==> config.mk <==
export PLATFORM = sky130hd
export DESIGN_NAME = seg7_scan_display
export DESIGN_NICKNAME = d
export VERILOG_FILES = /design/src/rtl/seg7_scan_display_pkg.sv /design/src/rtl/seg7_scan_display_bcd.sv /design/src/rtl/seg7_scan_display.sv
export SDC_FILE = /design/constraint.sdc
export NUM_CORES = 1
export LEC_CHECK = 0
export BUFFER_PORTS_ARGS = -buffer_cell sky130_fd_sc_hd__buf_2
export CORE_UTILIZATION = 55
export DETAILED_ROUTE_END_ITERATION = 16
export MAX_ROUTING_LAYER = met4
export PLACE_DENSITY = 0.84
export SETUP_SLACK_MARGIN = 0.05
export SLEW_MARGIN = 20
export SYNTH_ARGS = -nofsm -noshare
export SYNTH_HDL_FRONTEND = slang
export SYNTH_SLANG_ARGS = --single-unit
==> constraint.sdc <==
create_clock -name clk -period 3.8 [get_ports clk]
set_input_delay 0.38 -clock clk [delete_from_list [all_inputs] [get_ports clk]]
set_output_delay 0.38 -clock clk [all_outputs]
set_load 0.02 [all_outputs]
==> src/rtl/seg7_scan_display_pkg.sv <==
// Shared constants for the six-digit multiplexed seven-segment display.
// Segment vectors are {g,f,e,d,c,b,a}, active-low.
package seg7_scan_display_pkg;

  localparam int NUM_DIGITS = 6;

  localparam logic [6:0] SEG_BLANK = 7'b1111111;
  localparam logic [6:0] SEG_DASH  = 7'b0111111;

  // Entry n holds the segment pattern for decimal digit n.
  localparam logic [9:0][6:0] SEG_LUT = {
    7'b0010000,
    7'b0000000,
    7'b1111000,
    7'b0000010,
    7'b0010010,
    7'b0011001,
    7'b0110000,
    7'b0100100,
    7'b1111001,
    7'b1000000
  };

  localparam logic [2:0] IDX_S0 = 3'd0;
  localparam logic [2:0] IDX_S1 = 3'd1;
  localparam logic [2:0] IDX_M0 = 3'd2;
  localparam logic [2:0] IDX_M1 = 3'd3;
  localparam logic [2:0] IDX_H0 = 3'd4;
  localparam logic [2:0] IDX_H1 = 3'd5;

endpackage

==> src/rtl/seg7_scan_display_bcd.sv <==
// bcd_to_seg7: BCD digit to active-low seven-segment pattern.
// Ports: bcd (4-bit in), seg ({g..a} out); codes 10..15 show a dash.
module bcd_to_seg7
  import seg7_scan_display_pkg::*;
(
  input  logic [3:0] bcd,
  output logic [6:0] seg
);

  always_comb begin
    seg = SEG_DASH;
    if (bcd <= 4'd9) begin
      seg = SEG_LUT[bcd];
    end
  end

endmodule

==> src/rtl/seg7_scan_display.sv <==
// Scans six snapshotted BCD time digits onto a common-anode display.
// Ports: clk, rst_n, s0..h1 digits, lzb; an/seg/dp active-low outputs.
module seg7_scan_display
  import seg7_scan_display_pkg::*;
#(
  parameter int SCAN_DIV  = 50000,
  parameter int GUARD     = 500,
  parameter int BLINK_DIV = 25000000
) (
  input  logic       clk,
  input  logic       rst_n,
  input  logic [3:0] s0,
  input  logic [3:0] s1,
  input  logic [3:0] m0,
  input  logic [3:0] m1,
  input  logic [3:0] h0,
  input  logic [3:0] h1,
  input  logic       lzb,
  output logic [5:0] an,
  output logic [6:0] seg,
  output logic       dp
);

  localparam int PW = $clog2(SCAN_DIV + 1);
  localparam int BW = $clog2(BLINK_DIV + 1);

  localparam logic [PW-1:0] P_LAST  = PW'(SCAN_DIV - 1);
  localparam logic [PW-1:0] P_GUARD = PW'(GUARD);
  localparam logic [BW-1:0] B_LAST  = BW'(BLINK_DIV - 1);

  logic [PW-1:0] presc;
  logic [2:0]    idx;
  logic [BW-1:0] bcnt;
  logic          phase;

  logic [NUM_DIGITS-1:0][3:0] snap;

  logic          slot_end;
  logic          guard;
  logic [3:0]    cur;
  logic [6:0]    dec_seg;

  logic [5:0]    an_d;
  logic [6:0]    seg_d;
  logic          dp_d;

  assign slot_end = (presc == P_LAST);
  assign guard    = (presc < P_GUARD);
  assign cur      = snap[idx];

  bcd_to_seg7 u_dec (
    .bcd (cur),
    .seg (dec_seg)
  );

  always_ff @(posedge clk or negedge rst_n) begin
    if (!rst_n) begin
      presc <= '0;
      idx   <= IDX_S0;
    end else if (slot_end) begin
      presc <= '0;
      idx   <= (idx == IDX_H1) ? IDX_S0 : idx + 3'd1;
    end else begin
      presc <= presc + PW'(1);
    end
  end

  // Capture all digits together at the frame boundary so a carry
  // rippling through the time counter never shows half-updated.
  always_ff @(posedge clk or negedge rst_n) begin
    if (!rst_n) begin
      snap <= '0;
    end else if (slot_end && idx == IDX_H1) begin
      snap <= {h1, h0, m1, m0, s1, s0};
    end
  end

  always_ff @(posedge clk or negedge rst_n) begin
    if (!rst_n) begin
      bcnt  <= '0;
      phase <= 1'b0;
    end else if (bcnt == B_LAST) begin
      bcnt  <= '0;
      phase <= ~phase;
    end else begin
      bcnt  <= bcnt + BW'(1);
    end
  end

  // All anodes stay off for the first GUARD cycles of each slot so the
  // previous digit's segments never ghost onto the newly selected one.
  always_comb begin
    an_d  = '1;
    seg_d = SEG_BLANK;
    dp_d  = 1'b1;
    if (!guard) begin
      an_d  = ~(6'b000001 << idx);
      seg_d = dec_seg;
      if (idx == IDX_H1 && lzb
          && snap[IDX_H1] == 4'd0) begin
        seg_d = SEG_BLANK;
      end
      if (phase && (idx == IDX_M0
                    || idx == IDX_H0)) begin
        dp_d = 1'b0;
      end
    end
  end

  always_ff @(posedge clk or negedge rst_n) begin
    if (!rst_n) begin
      an  <= '1;
      seg <= SEG_BLANK;
      dp  <= 1'b1;
    end else begin
      an  <= an_d;
      seg <= seg_d;
      dp  <= dp_d;
    end
  end

endmodule
# --- Word level (Yosys, flattened, before mapping) ---
# Memory sizes are Yosys's and may differ from the RTL's.
# Cells that the tools add are included.
word_totals:
  ff_bits: 83
  rom_bits: 112
  n_memories: 1
  wordCells: 47
  out_inout_bits: 14
  inputBits: 27
mem_list:
  columns: ["name", "words", "word_bits", "rd", "rd_ports_with_merged_regs", "write_ports", "line_no", "source"]
  rows:
  - ["(name not given)", 16, 7, 1, 0, 0, "seg7_scan_display_bcd.sv:13", "seg = SEG_LUT[bcd];"]
op_classes:
  magnitude_cmp: 4
  mux: 12
  bitwise_logic: 2
  n_eq_ne: 5
  addsub: 3
  reduce_logical: 6
  shift: 1
ops:
  columns: ["cell", "n"]
  rows:
  - ["$mux W7", 4]
  - ["$add A25 B1 Y25 const B", 1]
  - ["$eq A25 B25 Y1 const B", 1]
  - ["$mux W25", 1]
  - ["$add A16 B1 Y16 const B", 1]
  - ["$eq A16 B16 Y1 const B", 1]
  - ["$lt A16 B9 Y1 const B", 1]
  - ["$mux W16", 1]
  - ["$bmux W4 S3", 1]
  - ["$eq A3 B3 Y1 const B", 2]
  - ["$mux W6", 1]
  - ["$not A6 Y6", 1]
  - ["$shl A1 B3 Y6 const A", 1]
  - ["$lt A4 B5 Y1 const B", 1]
  - ["$le A4 B4 Y1 const B", 1]
  - ["$logic_and A1 B1 Y1", 4]
  - ["$logic_not A4 Y1", 1]
  - ["$lt A3 B4 Y1 const B", 1]
  - ["$mux W4", 1]
  - ["$add A3 B1 Y3 const B", 1]
  - ["$eq A3 B2 Y1 const B", 1]
  - ["$mux W3", 1]
  - ["$mux W1", 2]
  - ["$logic_or A1 B1 Y1", 1]
  - ["$not A1 Y1", 1]

# --- Longest topological paths before layout ---
logic_depth:
  word_depth: 7
  mapped_depth: 10
  ltp_nobuf: 8

# --- Hierarchy ---
# A second synthesis with hierarchy kept.
hier_totals:
  hier_cells: 346
  area_unflattened_um2: 3990.1
by_module_without_submodules:
  columns: ["module", "instances", "seq_area_each_um2", "cells_each", "area_each_um2"]
  rows:
  - ["seg7_scan_display", 1, 2094.5, 321, 3774.9]
  - ["bcd_to_seg7", 1, 0.0, 25, 215.2]

# --- Least setup slack after synthesis ---
# No wires, ideal clock.
synth_path:
  kind: "register to register"
  startpoint: "register idx[0]"
  endpoint: "register seg[5]"
  setup_time_ps: 72
  path_buffers: 2
  setup_slack_ps: 1732
  arrival_time_ps: 1996
  stages_incl_launch_ff: 11
  cell_sequence: "dfrtp_1 > buf_6 > buf_2 > mux2i_1 > o22ai_1 > nor2_1 > inv_1 > ha_1 > or2_2 > o311a_1 > o21ai_1"
synth_via:
  elab_chain_len: 7
  elab_cells_between_ends: 11
synth_rtl:
  columns: ["element", "line_no", "source"]
  rows:
  - ["start, declared", "seg7_scan_display.sv:32", "logic [2:0] idx;"]
  - ["start signal, assigned", "seg7_scan_display.sv:62", "idx <= (idx == IDX_H1) ? IDX_S0 : idx + 3'd1;"]
  - ["$bmux W4 S3", "seg7_scan_display.sv:49", "assign cur = snap[idx];"]
  - ["$mux W4 (not written as such)", "seg7_scan_display.sv:49", null]
  - ["$mem_v2 Z16 W7", null, null]
  - ["$mux W7 (not written as such)", "seg7_scan_display_bcd.sv:13", null]
  - ["$mux W7", "seg7_scan_display_bcd.sv:12", "if (bcd <= 4'd9) begin"]
  - ["$mux W7 (*)", "seg7_scan_display.sv:99", "if (idx == IDX_H1 && lzb"]
  - ["$mux W7 (*)", "seg7_scan_display.sv:96", "if (!guard) begin"]
  - ["named net seg_d[5]", "seg7_scan_display.sv:44", "logic [6:0] seg_d;"]
  - ["end signal, assigned", "seg7_scan_display.sv:117", "seg <= seg_d;"]
  - ["end, declared", "seg7_scan_display.sv:20", "output logic [6:0] seg,"]
# The timed path passes the listed nets; every way through them passes the cells marked *. The select of a mux whose other input is x is not followed.
# A chain may end at the register's enable or synchronous reset.

# --- Worst setup path after layout ---
# Ends and elaborated chain as after synthesis.

==> results.toml <==
[routing]
drt_wl_total_um = 7750
vias = 2861
antenna_left = 0
viasPerCell = 5.77
wl_per_cell_um = 15.6
drt_iter0_drc = 249
drc = 0
firstDrtPassIters = 5

[cts]
cts_root_buf = "clkbuf_8"
clkLatencyLatePin_ps = 350
htree_levels = 3
numCtsBuffers = 9
ctsLongestPathBuffers = 2
ctsHoldBuffers = 0
cts_resized = 0
path_clk_slew_ps = 80
cts_sinks = 83
post_cts_buffers = 0
cts_tree = "done"

[setup_path]
cp.required_ps = 4080
worstSetupPathType = "reg2reg"
rr_worst_depth = 8
cp_slowest_cell = "dfrtp_1"
arrival_ps = 2900
r2r_setup_slack_ps = 1180
cp_max_fo = 18
critPathBufInv = 1
crit_chain = "mux2i_1, o22ai_1, nor2_1, inv_1, ha_1, or2_2, o311a_1, o21ai_1"
critPathMaxStageDelay_ps = 870
crit_path_start_kind = "flip-flop"
path_delay_family = "flip-flops"
r2r-end = "seg[5]"
rr_startpoint = "idx[0]"
worst_setup_path_end_kind = "flip-flop"

[sta]
fin_ws_ps = 1180
relSlewSlack = 0.340
finClkSkew_ps = 9.74
finalHoldViolCount = 0
fin_setup_tns_ps = 0
min_period_over_period = 0.688
worst_slew_pin_slew_ps = 990
period_minus_slack_ps = 2620
fmax_ghz = 0.382
maxSlewViolCount = 0
rsz0062_at_grt = "false"
setup_viol = 0

[finish]
design_area_um2 = 4560
fill_cells = 565
area_delta_synth_final_pct = 12.0
num_antenna_cells = 0
drive_gt1_frac = 0.262
fin_nets = 427
final_common_cell = "dfrtp_1"
final_cell_mix = "dfrtp_1 (69), buf_2 (39), nor2_1 (29), mux2_4 (19), nand2_1 (19)"

[pwr]
p_int_mw = 1.40
pwr-share-seq = 0.510
p_sw_mw = 0.334
combPwrFrac = 0.017
clockPowerShare = 0.473
worst_ir_drop_vdd_mv = 0.202
p_leak_nw = 2.00
swShare = 0.193
powerDensity_nw_per_um2 = 380

[placed_design]
pre_cts_ws_ps = 1260
portBuffers = 40
hpwl_um = 5330
dpl_cell_area_um2 = 4290
gp_congestion = 0.815

[synthesis]
ys.flop_type = "dfrtp_1"
avgSynthCellArea_um2 = 11.5
syn_nets = 389
synthArstFlopShare = 1.00
netlist_area_um2 = 4070
yosysWarningCount = 0
synth.distinct_cells = 51
synth-edff-count = 0
synthCells = 354
ys_seq_elements = 83
seq_area_frac_synth = 0.514

[global_route]
antenna_found_initial = 0
overflow = 0
grt_pass1_wl_um = 12300
grt_max_degree = 84
grt_usage = 0.218
grt_pass1_vias = 2623

[worst_hold_path]
min_path_type = "in2async"

[die]
ios = 41
core_area_um2 = 7210
die_w_um = 88.0
dieArea_um2 = 7750
initial_core_util = 0.564
rows = 31
die_h_um = 88.0

[job]
max_cap_viol_count = 0

[status]
status = "completed"
-- registers in the layout, summed over array words and instances, names as in the netlist --
signal,count
idx,3
phase,1
presc,16
bcnt,25
snap,24
an,6
dp,1
seg,7
-- final cells by class --
type	count	area, um^2	share of cell area
flip-flops and latches	83	2090	0.460
multi-input cells	247	1830	0.401
repair buffers	41	210	0.0461
clock inverters	6	136	0.0299
clock buffers	10	128	0.0280
well taps	99	124	0.0272
inverters	10	37.5	0.00823
-- power by group through the flow --
stage	clock, mW	combinational [mW]	sequential (mW)
final	0.820	0.0296	0.883
after global routing	0.864	0.0342	0.883
after CTS	0.838	0.0313	0.883
after detailed placement	0	0.0315	0.900
after global placement	0	0.0305	0.900
after floorplan	0	0.000509	0.900
-- stage by stage --
step	total power [mW]	util	hold WS [ps]	cells
6_report	1.73	0.632	175	496
5_1_grt	1.78	0.632	242	496
4_1_cts	1.75	0.632	223	496
3_5_place_dp	0.932	0.595	455	480
3_3_place_gp	0.931	0.595	454	480
2_1_floorplan	0.901	-	84.4	354
-- how the worst max path moves through the flow --
| stage | slack [ps] | cells after the start | startpoint | to |
|---|---|---|---|---|
| 6_report | 1180 | 8 | idx[0] | seg[5] |
| 5_1_grt | 1040 | 7 | idx[0] | seg[6] |
| 4_1_cts | 1240 | 8 | idx[0] | seg[5] |
| 3_5_place_dp | 1260 | 8 | idx[0] | seg[5] |
| 3_3_place_gp | 1300 | 8 | idx[0] | seg[5] |
| 2_1_floorplan | 1730 | 10 | idx[0] | seg[5] |
-- logic make-up (layout without fill, tap and decap cells) --
family,count (synthesis),count (layout),synth area share
compound gates,41,41,0.0655
flops,83,83,0.514
buf+inv,24,67,0.0366
mux,42,42,0.130
fa+ha+maj,8,8,0.0246
simple gates,129,129,0.171
xor+xnor,27,27,0.0581
-- cells in the mapped netlist, drive strengths merged (10+ instances only) --
master,count,share of area
nand3,14,0.017
o21ai,15,0.018
inv,10,0.0092
dfrtp,69,0.42
xor2,15,0.032
mux2,31,0.10
nor2,29,0.027
mux2i,11,0.027
nand4,14,0.022
dfstp,14,0.090
xnor2,12,0.026
nand2,19,0.018
-- per-layer routing --
layer  vias up  part of all wire  GRT usage
met5         -                 0          -
met4         0             0.017     0.0982
met2        95              0.48      0.333
li1       1343                 -          -
met1      1411              0.46      0.286
met3        12             0.041     0.0339
Note: power is estimated with default switching activity, not from simulation.
